**src/rtl/vscale_gpu_irq_pkg.sv**
```systemverilog
// vscale_gpu_irq_pkg: shared constants for the GPU completion/interrupt controller
package vscale_gpu_irq_pkg;
  localparam int HASTI_BUS_WIDTH = 32;
  localparam logic [1:0] HTRANS_NONSEQ = 2'b10;
  localparam logic HRESP_OKAY = 1'b0;
  localparam logic [2:0] OFF_CTRL = 3'd0;
  localparam logic [2:0] OFF_STATUS = 3'd1;
  localparam logic [2:0] OFF_COUNT = 3'd2;
  localparam logic [2:0] OFF_RELOAD = 3'd3;
  localparam logic [2:0] OFF_START = 3'd4;
  localparam logic [2:0] OFF_WDCNT = 3'd5;
  localparam int ST_PEND = 0;
  localparam int ST_TIMEOUT = 1;
  localparam int ST_OVF = 2;
  typedef enum logic [1:0] {
    WD_IDLE = 2'b00,
    WD_ARMED = 2'b01,
    WD_EXPIRED = 2'b10
  } wd_state_t;
endpackage

```
**src/rtl/gpu_watchdog.sv**
```systemverilog
// gpu_watchdog: countdown that flags a GPU job which never signals completion
module gpu_watchdog
  import vscale_gpu_irq_pkg::*;
(
  input  logic        hclk,
  input  logic        RESET,
  input  logic        start,
  input  logic [31:0] reload,
  input  logic        en,
  input  logic        done_edge,
  input  logic        clear_timeout,
  output wd_state_t   state,
  output logic [31:0] count,
  output logic        timeout_set
);
  wd_state_t state_n;
  logic [31:0] count_n;
  logic go;
  assign go = start & en & (reload != '0);
  // state and countdown registers
  always_ff @(posedge hclk or posedge RESET)
    if (RESET) begin
      state <= WD_IDLE;
      count <= '0;
    end else begin
      state <= state_n;
      count <= count_n;
    end
  // next state: done or disable disarms, restart reloads, count hitting 0 expires
  always_comb begin
    state_n = state;
    count_n = count;
    timeout_set = 1'b0;
    case (state)
      WD_IDLE: if (go) begin
        state_n = WD_ARMED;
        count_n = reload;
      end
      WD_ARMED: if (!en || done_edge) state_n = WD_IDLE;
      else if (go) count_n = reload;
      else begin
        count_n = count - 32'd1;
        if (count == 32'd1) begin
          state_n = WD_EXPIRED;
          timeout_set = 1'b1;
        end
      end
      WD_EXPIRED: if (clear_timeout) state_n = WD_IDLE;
      default: state_n = WD_IDLE;
    endcase
  end
endmodule

```
**src/rtl/vscale_gpu_irq_ctrl.sv**
```systemverilog
// vscale_gpu_irq_ctrl: HASTI register window counting GPU completions and raising irq
module vscale_gpu_irq_ctrl
  import vscale_gpu_irq_pkg::*;
#(
  parameter int CNT_W = 16,
  parameter logic [13:0] BASE_SEL = 14'h0002
) (
  input  logic        hclk,
  input  logic        RESET,
  input  logic [31:0] haddr,
  input  logic        hwrite,
  input  logic [2:0]  hsize,
  input  logic [1:0]  htrans,
  input  logic [31:0] hwdata,
  output logic [31:0] hrdata,
  output logic        hready,
  output logic        hresp,
  input  logic        gpu_done,
  output logic        irq
);
  logic sel_q, wr_q, done_q, pending, timeout, overflow, done_edge, to_set, cnt_max;
  logic w_ctrl, w_status, w_count, w_reload, w_start;
  logic [2:0] off_q;
  logic [1:0] ctrl;
  logic [CNT_W-1:0] cnt;
  logic [31:0] reload, wd_count;
  wd_state_t wd_state;
  logic unused_addr;
  assign unused_addr = ^{hsize, haddr[17:5], haddr[1:0]};
  assign hready = 1'b1;
  assign hresp = HRESP_OKAY;
  assign done_edge = gpu_done & ~done_q;
  assign cnt_max = &cnt;
  assign w_ctrl = sel_q & wr_q & (off_q == OFF_CTRL);
  assign w_status = sel_q & wr_q & (off_q == OFF_STATUS);
  assign w_count = sel_q & wr_q & (off_q == OFF_COUNT);
  assign w_reload = sel_q & wr_q & (off_q == OFF_RELOAD);
  assign w_start = sel_q & wr_q & (off_q == OFF_START);
  // address phase capture; data phase follows with zero wait states
  always_ff @(posedge hclk or posedge RESET)
    if (RESET) begin
      sel_q <= 1'b0;
      wr_q <= 1'b0;
      off_q <= '0;
    end else begin
      sel_q <= (htrans == HTRANS_NONSEQ) && (haddr[31:18] == BASE_SEL);
      wr_q <= hwrite;
      off_q <= haddr[4:2];
    end
  // register file and sticky status; in every W1C race the set wins
  always_ff @(posedge hclk or posedge RESET)
    if (RESET) begin
      done_q <= 1'b1;
      ctrl <= '0;
      reload <= '0;
      pending <= 1'b0;
      timeout <= 1'b0;
      overflow <= 1'b0;
      cnt <= '0;
      irq <= 1'b0;
    end else begin
      done_q <= gpu_done;
      if (w_ctrl) ctrl <= hwdata[1:0];
      if (w_reload) reload <= hwdata;
      pending <= done_edge | (pending & ~(w_status & hwdata[ST_PEND]));
      timeout <= to_set | (timeout & ~(w_status & hwdata[ST_TIMEOUT]));
      overflow <= (done_edge & cnt_max) | (overflow & ~(w_status & hwdata[ST_OVF]));
      cnt <= w_count ? CNT_W'(done_edge) : cnt + CNT_W'(done_edge & ~cnt_max);
      irq <= ctrl[0] & (pending | timeout | overflow);
    end
  gpu_watchdog u_wd (
    .hclk(hclk),
    .RESET(RESET),
    .start(w_start),
    .reload(reload),
    .en(ctrl[1]),
    .done_edge(done_edge),
    .clear_timeout(w_status & hwdata[ST_TIMEOUT]),
    .state(wd_state),
    .count(wd_count),
    .timeout_set(to_set)
  );
  assign hrdata = !sel_q ? '0 :
                  off_q == OFF_CTRL ? {30'b0, ctrl} :
                  off_q == OFF_STATUS ? {26'b0, wd_state, gpu_done, overflow, timeout, pending} :
                  off_q == OFF_COUNT ? 32'(cnt) :
                  off_q == OFF_RELOAD ? reload :
                  off_q == OFF_WDCNT ? wd_count : '0;
endmodule

```
**config.mk**
```make
export PLATFORM = sky130hd
export DESIGN_NAME = vscale_gpu_irq_ctrl
export DESIGN_NICKNAME = d
export VERILOG_FILES = /design/src/rtl/vscale_gpu_irq_pkg.sv /design/src/rtl/gpu_watchdog.sv /design/src/rtl/vscale_gpu_irq_ctrl.sv
export SDC_FILE = /design/constraint.sdc
export NUM_CORES = 1
export LEC_CHECK = 0
export BUFFER_PORTS_ARGS = -buffer_cell sky130_fd_sc_hd__buf_2
export CAP_MARGIN = 20
export CORE_ASPECT_RATIO = 0.6
export CORE_MARGIN = 2
export CORE_UTILIZATION = 50
export DETAILED_ROUTE_END_ITERATION = 16
export PLACE_DENSITY = 0.73
export SYNTH_ARGS = -nofsm -noshare
export SYNTH_HDL_FRONTEND = slang
export SYNTH_HIERARCHICAL = 1
export SYNTH_SLANG_ARGS = --single-unit
```
**constraint.sdc**
```tcl
create_clock -name hclk -period 6.6 [get_ports hclk]
set_input_delay 1.32 -clock hclk [delete_from_list [all_inputs] [get_ports hclk]]
set_output_delay 1.32 -clock hclk [all_outputs]
set_load 0.05 [all_outputs]
```
# Yosys cells after proc, flatten, opt, wreduce, memory -nomap -nowiden
# Index checks and enable logic that the tools add are counted.
[word_totals]
ff_bits = 94
wordCells = 89
in_bits = 73
out_inout_bits = 35
[op_classes]
addsub = 2
mux = 21
n_bitwise = 28
n_eq_ne = 15
n_reduce_logical = 10
[op_table]
columns = ["op", "n"]
rows = [
  ["32-bit 2-to-1 mux", 9],
  ["32-bit case mux with 2 select lines", 1],
  ["32-bit by 1-bit == test with 1-bit output (second input constant)", 1],
  ["32-bit nonzero test", 1],
  ["32-bit by 1-bit subtractor with 32-bit output (second input constant)", 1],
  ["1-bit AND", 17],
  ["16-bit adder", 1],
  ["1-bit by 16-bit AND with 16-bit output", 1],
  ["16-bit 2-to-1 mux", 1],
  ["1-bit inverter with 16-bit output", 1],
  ["16-bit AND reduction", 1],
  ["14-bit by 2-bit == test with 1-bit output (second input constant)", 1],
  ["2-bit 2-to-1 mux", 5],
  ["3-bit by 2-bit == test with 1-bit output (second input constant)", 2],
  ["3-bit == test (second input constant)", 2],
  ["2-bit case mux with 3 select lines", 1],
  ["1-bit bitwise OR", 5],
  ["2-bit == test (second input constant)", 2],
  ["1-bit 2-to-1 mux", 4],
  ["2-bit by 1-bit inequality test with 1-bit output (second input constant)", 2],
  ["1-bit inverter", 4],
  ["4-bit AND reduction", 1],
  ["3-bit by 1-bit == test with 1-bit output (second input constant)", 1],
  ["3-bit logical NOT", 1],
  ["other kinds (10)", 10],
]

# Depth between registers and ports, before layout
# Gate-level depths: netlist of the first run.
[depth]
ltp_word = 8
ltp_mapped = 12
ltp_nobuf = 9

# By module
# The synthesis of the first run kept the hierarchy.
[by_module_without_submodules]
columns = ["mod", "area_each_um2", "n_inst", "seq_area_each_um2", "cells_each"]
rows = [
  ["vscale_gpu_irq_ctrl", 3194.3, 1, 1502.7, 315],
  ["gpu_watchdog", 2324.7, 1, 850.8, 286],
]

# Least setup slack after synthesis of the first run
# No wires, ideal clock.
[synth_timing]
path_kind = "reg-to-output"
startpoint = "register off_q[1]"
endpoint = "output port hrdata[1]"
t_required_ns = 5.280
n_path_buf = 2
t_arrival_ns = 2.218
slack_ns = 3.062
stages_incl_launch_ff = 6
cell_sequence = "dfrtp_1 buf_2 buf_2 mux2i_1 or3_1 a21boi_0"
[synth_between]
elab_chain_cells = 7
elab_cells_between_ends = 11
cone_classes = "eq/ne: 4; mux: 6; reduce/logical: 1"
[synth_lines]
columns = ["element", "line", "rtl"]
rows = [
  ["start, declared", "vscale_gpu_irq_ctrl.sv:23", "logic [2:0] off_q;"],
  ["start signal, assigned", "vscale_gpu_irq_ctrl.sv:48", "off_q <= haddr[4:2];"],
  ["3-bit == test", "vscale_gpu_irq_ctrl.sv:88", "off_q == OFF_WDCNT ? wd_count : '0;"],
  ["32-bit 2-to-1 mux", "vscale_gpu_irq_ctrl.sv:88", ""],
  ["32-bit 2-to-1 mux", "vscale_gpu_irq_ctrl.sv:87", "off_q == OFF_RELOAD ? reload :"],
  ["32-bit 2-to-1 mux", "vscale_gpu_irq_ctrl.sv:86", "off_q == OFF_COUNT ? 32'(cnt) :"],
  ["32-bit 2-to-1 mux", "vscale_gpu_irq_ctrl.sv:85", "off_q == OFF_STATUS ? {26'b0, wd_state, gpu_done, overflow, timeout, pending} :"],
  ["32-bit 2-to-1 mux (*)", "vscale_gpu_irq_ctrl.sv:84", "off_q == OFF_CTRL ? {30'b0, ctrl} :"],
  ["32-bit 2-to-1 mux (*)", "vscale_gpu_irq_ctrl.sv:83", "assign hrdata = !sel_q ? '0 :"],
  ["end, declared", "vscale_gpu_irq_ctrl.sv:15", "output logic [31:0] hrdata,"],
]
# Every way passes the cells marked *; elsewhere a longest branch is shown, timed or not.

# Worst setup path after layout of the first run
[layout_timing]
startpoint = "register off_q[0]"
endpoint = "output port hrdata[9]"
# The elaborated chain is that of the path after synthesis.

==> results of run 1 <==
layer usage:
layer	routed length (µm)	up-vias	part of all wire	GRT usage
met5	0	-	0	0
met4	175	0	0.011	0.0655
met3	1590	32	0.10	0.0598
met2	6410	306	0.42	0.372
met1	7250	2474	0.47	0.420
li1	-	2353	-	-
power by group through the flow:
stage	sequential [mW]	clock, mW	combinational [mW]
finish	0.627	0.488	0.0887
global route	0.631	0.520	0.100
floorplan	0.625	0	0.0621
CTS	0.627	0.494	0.0897
detailed placement	0.638	0	0.0889
global placement	0.637	0	0.0849
cells by family (layout without fill, tap and decap cells):
| family | Yosys count | after routing | synth area share |
|---|---|---|---|
| and+or+nand+nor | 222 | 222 | 0.207 |
| AOI/OAI and AO/OA | 154 | 154 | 0.184 |
| DFF | 94 | 94 | 0.426 |
| buffers and inverters | 57 | 131 | 0.0433 |
| muxes | 55 | 55 | 0.109 |
| xor gates and xnor gates | 13 | 13 | 0.0206 |
| adders and majority gates | 4 | 4 | 0.00907 |
| other | 2 | 2 | 0.00136 |
state kept, by name (all words and copies together), names as in the netlist:
register,cells
reload,32
wr_q,1
irq,1
done_q,1
sel_q,1
ctrl,2
u_wd/count,32
pending,1
off_q,3
overflow,1
u_wd/state,2
cnt,16
timeout,1
per-stage QoR:
stage / cell area [µm²] / hold slack, ns
6_report: 6310 / 0.534
3_3_place_gp: 6030 / 0.495
2_1_floorplan: 5520 / 0.472
3_5_place_dp: 6030 / 0.516
4_1_cts: 6300 / 0.531
5_1_grt: 6310 / 0.542
cell usage in the layout, fill, tap and decap left out, drive strengths merged, types with 3 or more instances in the layout:
cell type / count
a21boi: 3
a21o: 5
a21oi: 39
a22oi: 26
a2bb2oi: 3
a31oi: 6
and2: 10
and3: 5
buf: 97
clkbuf: 12
clkinv: 3
dfrtp: 93
ha: 4
inv: 18
mux2: 39
mux2i: 16
nand2: 21
nand2b: 4
nand3: 19
nand4: 14
nor2: 78
nor2b: 5
nor3: 21
nor4: 19
nor4b: 3
o21a: 4
o21ai: 28
o22a: 7
o22ai: 7
o2bb2ai: 10
or3: 11
or4: 3
xnor2: 10
xor2: 3
path summary, 6_finish.rpt:
kind	startpoint	endpoint	slack, ns	cells past startpoint
max reg2reg	off_q[2]	u_wd/count[6]	3.06	8
min in group asynchronous	RESET	u_wd/count[3]	1.09	3
min reg2reg	u_wd/count[27]	u_wd/count[27]	0.53	1
max	off_q[0]	hrdata[9]	2.40	5
max in group asynchronous	RESET	cnt[7]	4.90	3
min	u_wd/count[27]	u_wd/count[27]	0.53	1
final cells by class:
class	instances	area share
timing repair buffer	97	0.0815
clock buffer	12	0.0390
sequential	94	0.373
tap	139	0.0275
clock inverter	4	0.00357
multi-input combinational	450	0.465
inverter	18	0.0107
cells in the mapped netlist, drive strengths merged, types with 11 or more instances:
cell    instances
dfrtp          93
nor2           78
a21oi          39
mux2           39
o21ai          28
a22oi          26
clkbuf         25
nand2          21
nor3           21
nand3          19
nor4           19
inv            18
mux2i          16
buf            14
nand4          14
or3            11
==> flow_summary.ini, run 1 <==
[clock_tree]
clkLatencyLatePin_ns = 0.35
cts_root_buffer = clkbuf_16
cts.htree.levels = 3
clk_path_buf_depth = 2
clock_sinks = 94
cts_hold_buf = 0
postCtsSetupRepairBufs = 0
postCtsResizedCells = 0
path_clk_slew_ns = 0.07
cts_tree = done
cts_buffers = 9

[synthesis]
syn_area_per_cell_um2 = 9.18
synth_top_area_frac = 0.422
ys_types = 60
synth_area_leader_cell = dfrtp_1
yosys_warnings = 6
synth-edff-count = 0
synth_ff_type = dfrtp_1
synth_fp_nets = 678
ys_top_cells_by_area = dfrtp_1, mux2_2, nor2_1, a21oi_1, a22oi_1
ys_async_sr_fraction = 1.00
ys_seq_area_frac = 0.426
synth_cells = 601
synth_area_mm2 = 0.00552
synth-seq-cells = 94

[placed_design]
port_buffers = 87
dp_hpwl_mm = 11.1
dp_cells = 797
gp_congestion = 0.883
place_ws_ns = 2.85

[route]
dr.pass1.iters = 5
wl_per_cell_um = 19.0
drt-vias-per-instance = 6.35
vias = 5165
drtAntennaViolNets = 0
drc = 0
first_iter_violations = 680
drt_wl_total_mm = 15.4

[critical_path]
cp_max_fo = 23
crit_buf_inv = 1
arrival_ns = 2.88
start_kind = flip-flop
cp_common_cell = nor2_1
critPathSlowestCell = dfrtp_1
path_cells = nand2_1 -> nor2_1 -> a21oi_1 -> nor2_1 -> buf_2
critPathKind = flip-flop to output pin
worstPathRequired_ns = 5.28
cp_top_family = simple AND/OR/NAND/NOR gates
slowest_delay_ns = 0.96
crit_path_end_kind = output pin

[sta]
timing.final.max_slew_violations = 0
setup_slack_ns = 2.40
period_minus_slack_ns = 4.20
timing.final.crit_share = 0.637
finClkSkew_ns = 0.00715
final-setup-viol-count = 0
rsz0062_at_grt = no
hold_viol = 0
max_slew.worst_pin.slew_ns = 1.04
slew_headroom = 0.302
fmaxAchievable_mhz = 238
finalSetupTns_ns = 0

[pwr]
p_per_area_mw_per_mm2 = 191
p_sw_mw = 0.304
p_seq_frac = 0.521
p_comb_frac = 0.074
p_leak_nw = 2.79
power_switching_share = 0.253
p_total_mw = 1.20
p_int_mw = 0.900
vdd_drop_max_v = 0.000115
p_clk_frac = 0.405

[floorplanning]
die_h_um = 85.4
die_x_um = 140
initial_core_util = 0.517
dieArea_mm2 = 0.0119
coreArea_mm2 = 0.0107
rows = 29
num_io_pins = 108

[job]
drv_cap = 0

[final_layout]
n_antenna_cell = 0
syn2layout_area_growth_pct = 14.4
final_net_count = 747
fillers = 942
instances_no_fill = 814
multi_input_area_mm2 = 0.00294
seq_area_mm2 = 0.00235
final_util = 0.592
layout-drive-gt1-share = 0.241

[global_route]
grt.total_usage = 0.268
grt_pass1_vias = 4758
grt_max_degree = 61
antenna_found_initial = 0
grt.overflow.total = 0
grt_pass1_wl_mm = 25.3

[hold_path]
hold_class = flip-flop to flip-flop

[status]
outcome = finished clean
Power figures use the tool's default switching activity.
==> inputs of run 2 (changes only) <==
==> constraint.sdc (replaced) <==
create_clock -name hclk -period 3.9 [get_ports hclk]
set_input_delay 0.78 -clock hclk [delete_from_list [all_inputs] [get_ports hclk]]
set_output_delay 0.78 -clock hclk [all_outputs]
set_load 0.05 [all_outputs]
==> flow_summary.ini, run 2 (synthesis gave the netlist of run 1 again) <==
[status]
outcome = finished clean

[route]
drtAntennaViolNets = 0
dr.max_layer_used = met4
first_iter_violations = 506
drc = 0
drt-vias-per-instance = 6.31
wl_met2_mm = 6.52
wl_met1_mm = 7.47
vias = 5197
wl_per_cell_um = 19.3
drt_wl_total_mm = 15.8
wl_met3_mm = 1.64
dr.pass1.iters = 8

[sta]
final-setup-viol-count = 0
timing.final.crit_share = 0.804
hold_viol = 0
fmaxAchievable_mhz = 319
max_slew.worst_pin.slew_ns = 0.960
slew_headroom = 0.355
finClkSkew_ns = 0.00839
timing.hold.ws_ns = 0.420
timing.final.max_slew_violations = 0
setup_slack_ns = 0.764
rsz0062_at_grt = no
finalSetupTns_ns = 0
period_minus_slack_ns = 3.14

[global_route]
grt_pass1_wl_mm = 25.9
grt.overflow.total = 0
grt_max_degree = 44
grt.total_usage = 0.274
antenna_found_initial = 0
grt_pass1_vias = 4851

[pwr]
p_int_mw = 1.56
power_switching_share = 0.249
p_leak_nw = 2.85
p_per_area_mw_per_mm2 = 324
p_clk_frac = 0.415
p_sw_mw = 0.519
vdd_drop_max_v = 0.000197
p_total_mw = 2.08
p_comb_frac = 0.076
p_seq_frac = 0.509

[critical_path]
crit_path_end_kind = flip-flop
reg2reg_setup_slack_ns = 0.76
cp_max_fo = 19
start_kind = flip-flop
r2r-end = u_wd/count[3]
worstPathRequired_ns = 4.14
arrival_ns = 3.38
critPathKind = flip-flop to flip-flop
r2r_start = off_q[1]
reg2reg_depth = 9

[final_layout]
layout-drive-gt1-share = 0.253
largestRegisters = reload: 32 flops, u_wd/count: 32 flops, cnt: 16 flops
syn2layout_area_growth_pct = 16.3
instances_no_fill = 823
final_common_cell = dfrtp_1
final_net_count = 756
fillers = 946
n_antenna_cell = 0
final_cell_mix = dfrtp_1, buf_2, nor2_1

[clock_tree]
cts_hold_buf = 0
clock_sinks = 94
postCtsResizedCells = 0
path_clk_slew_ns = 0.07
cts_buffers = 9
cts_root_buffer = clkbuf_16
cts.htree.levels = 3
postCtsSetupRepairBufs = 0
clkLatencyLatePin_ns = 0.35
clk_path_buf_depth = 2
cts_tree = done

[floorplanning]
rows = 29
initial_core_util = 0.517
coreArea_mm2 = 0.0107
num_io_pins = 108
die_x_um = 140
die_h_um = 85.4
dieArea_mm2 = 0.0119

[job]
drv_cap = 0

[placed_design]
port_buffers = 87
dp_hpwl_mm = 11.4
place_ws_ns = 0.885
gp_congestion = 0.901
dp_cells = 806

[hold_path]
hold_class = input port to async pin
-- run 2: worst max-delay path by stage --
stage,start,end,cells past startpoint
after floorplan,off_q[1],hrdata[1],5
after global placement,off_q[2],u_wd/count[27],9
after detailed placement,off_q[1],u_wd/count[3],9
after CTS,off_q[1],u_wd/count[3],9
after global routing,reload[0],u_wd/count[14],6
final,off_q[1],u_wd/count[3],9
-- run 2: stage by stage --
stage                      util  area, µm²
after CTS                 0.600       6400
after detailed placement  0.573       6110
after global routing      0.602       6420
after floorplan               -       5520
final                     0.602       6420
after global placement    0.573       6110
-- run 2: critical path, stage by stage, from the launching register on --
cell and delay, ns:
dfrtp_1 0.60, nor2b_1 0.20, buf_4 0.26, nor2b_1 0.16, and2_1 0.23, o21a_1 0.47
a21o_1 0.45, buf_4 0.32, nor2_1 0.06, a221oi_1 0.25
-- run 2: routing by layer --
metal  track usage  up-vias
met4        0.0655        0
met5             0        -
met3        0.0672       25
li1              -     2368
met1         0.431     2519
met2         0.376      285
-- run 2: final cells by class --
| class | count | area [µm²] | area share |
|---|---|---|---|
| multi-input combinational | 450 | 2940 | 0.457 |
| clock inverter | 3 | 17.5 | 0.00273 |
| timing repair buffer | 106 | 603 | 0.0939 |
| clock buffer | 13 | 270 | 0.0421 |
| tap | 139 | 174 | 0.0271 |
| sequential | 94 | 2350 | 0.367 |
| inverter | 18 | 67.6 | 0.0105 |
-- run 2: power groups by stage --
stage / clock [mW] / combinational [mW] / sequential [mW]
finish: 0.863 / 0.159 / 1.06
CTS: 0.873 / 0.158 / 1.06
floorplan: 0 / 0.105 / 1.06
global placement: 0 / 0.150 / 1.07
detailed placement: 0 / 0.156 / 1.08
global route: 0.912 / 0.178 / 1.06
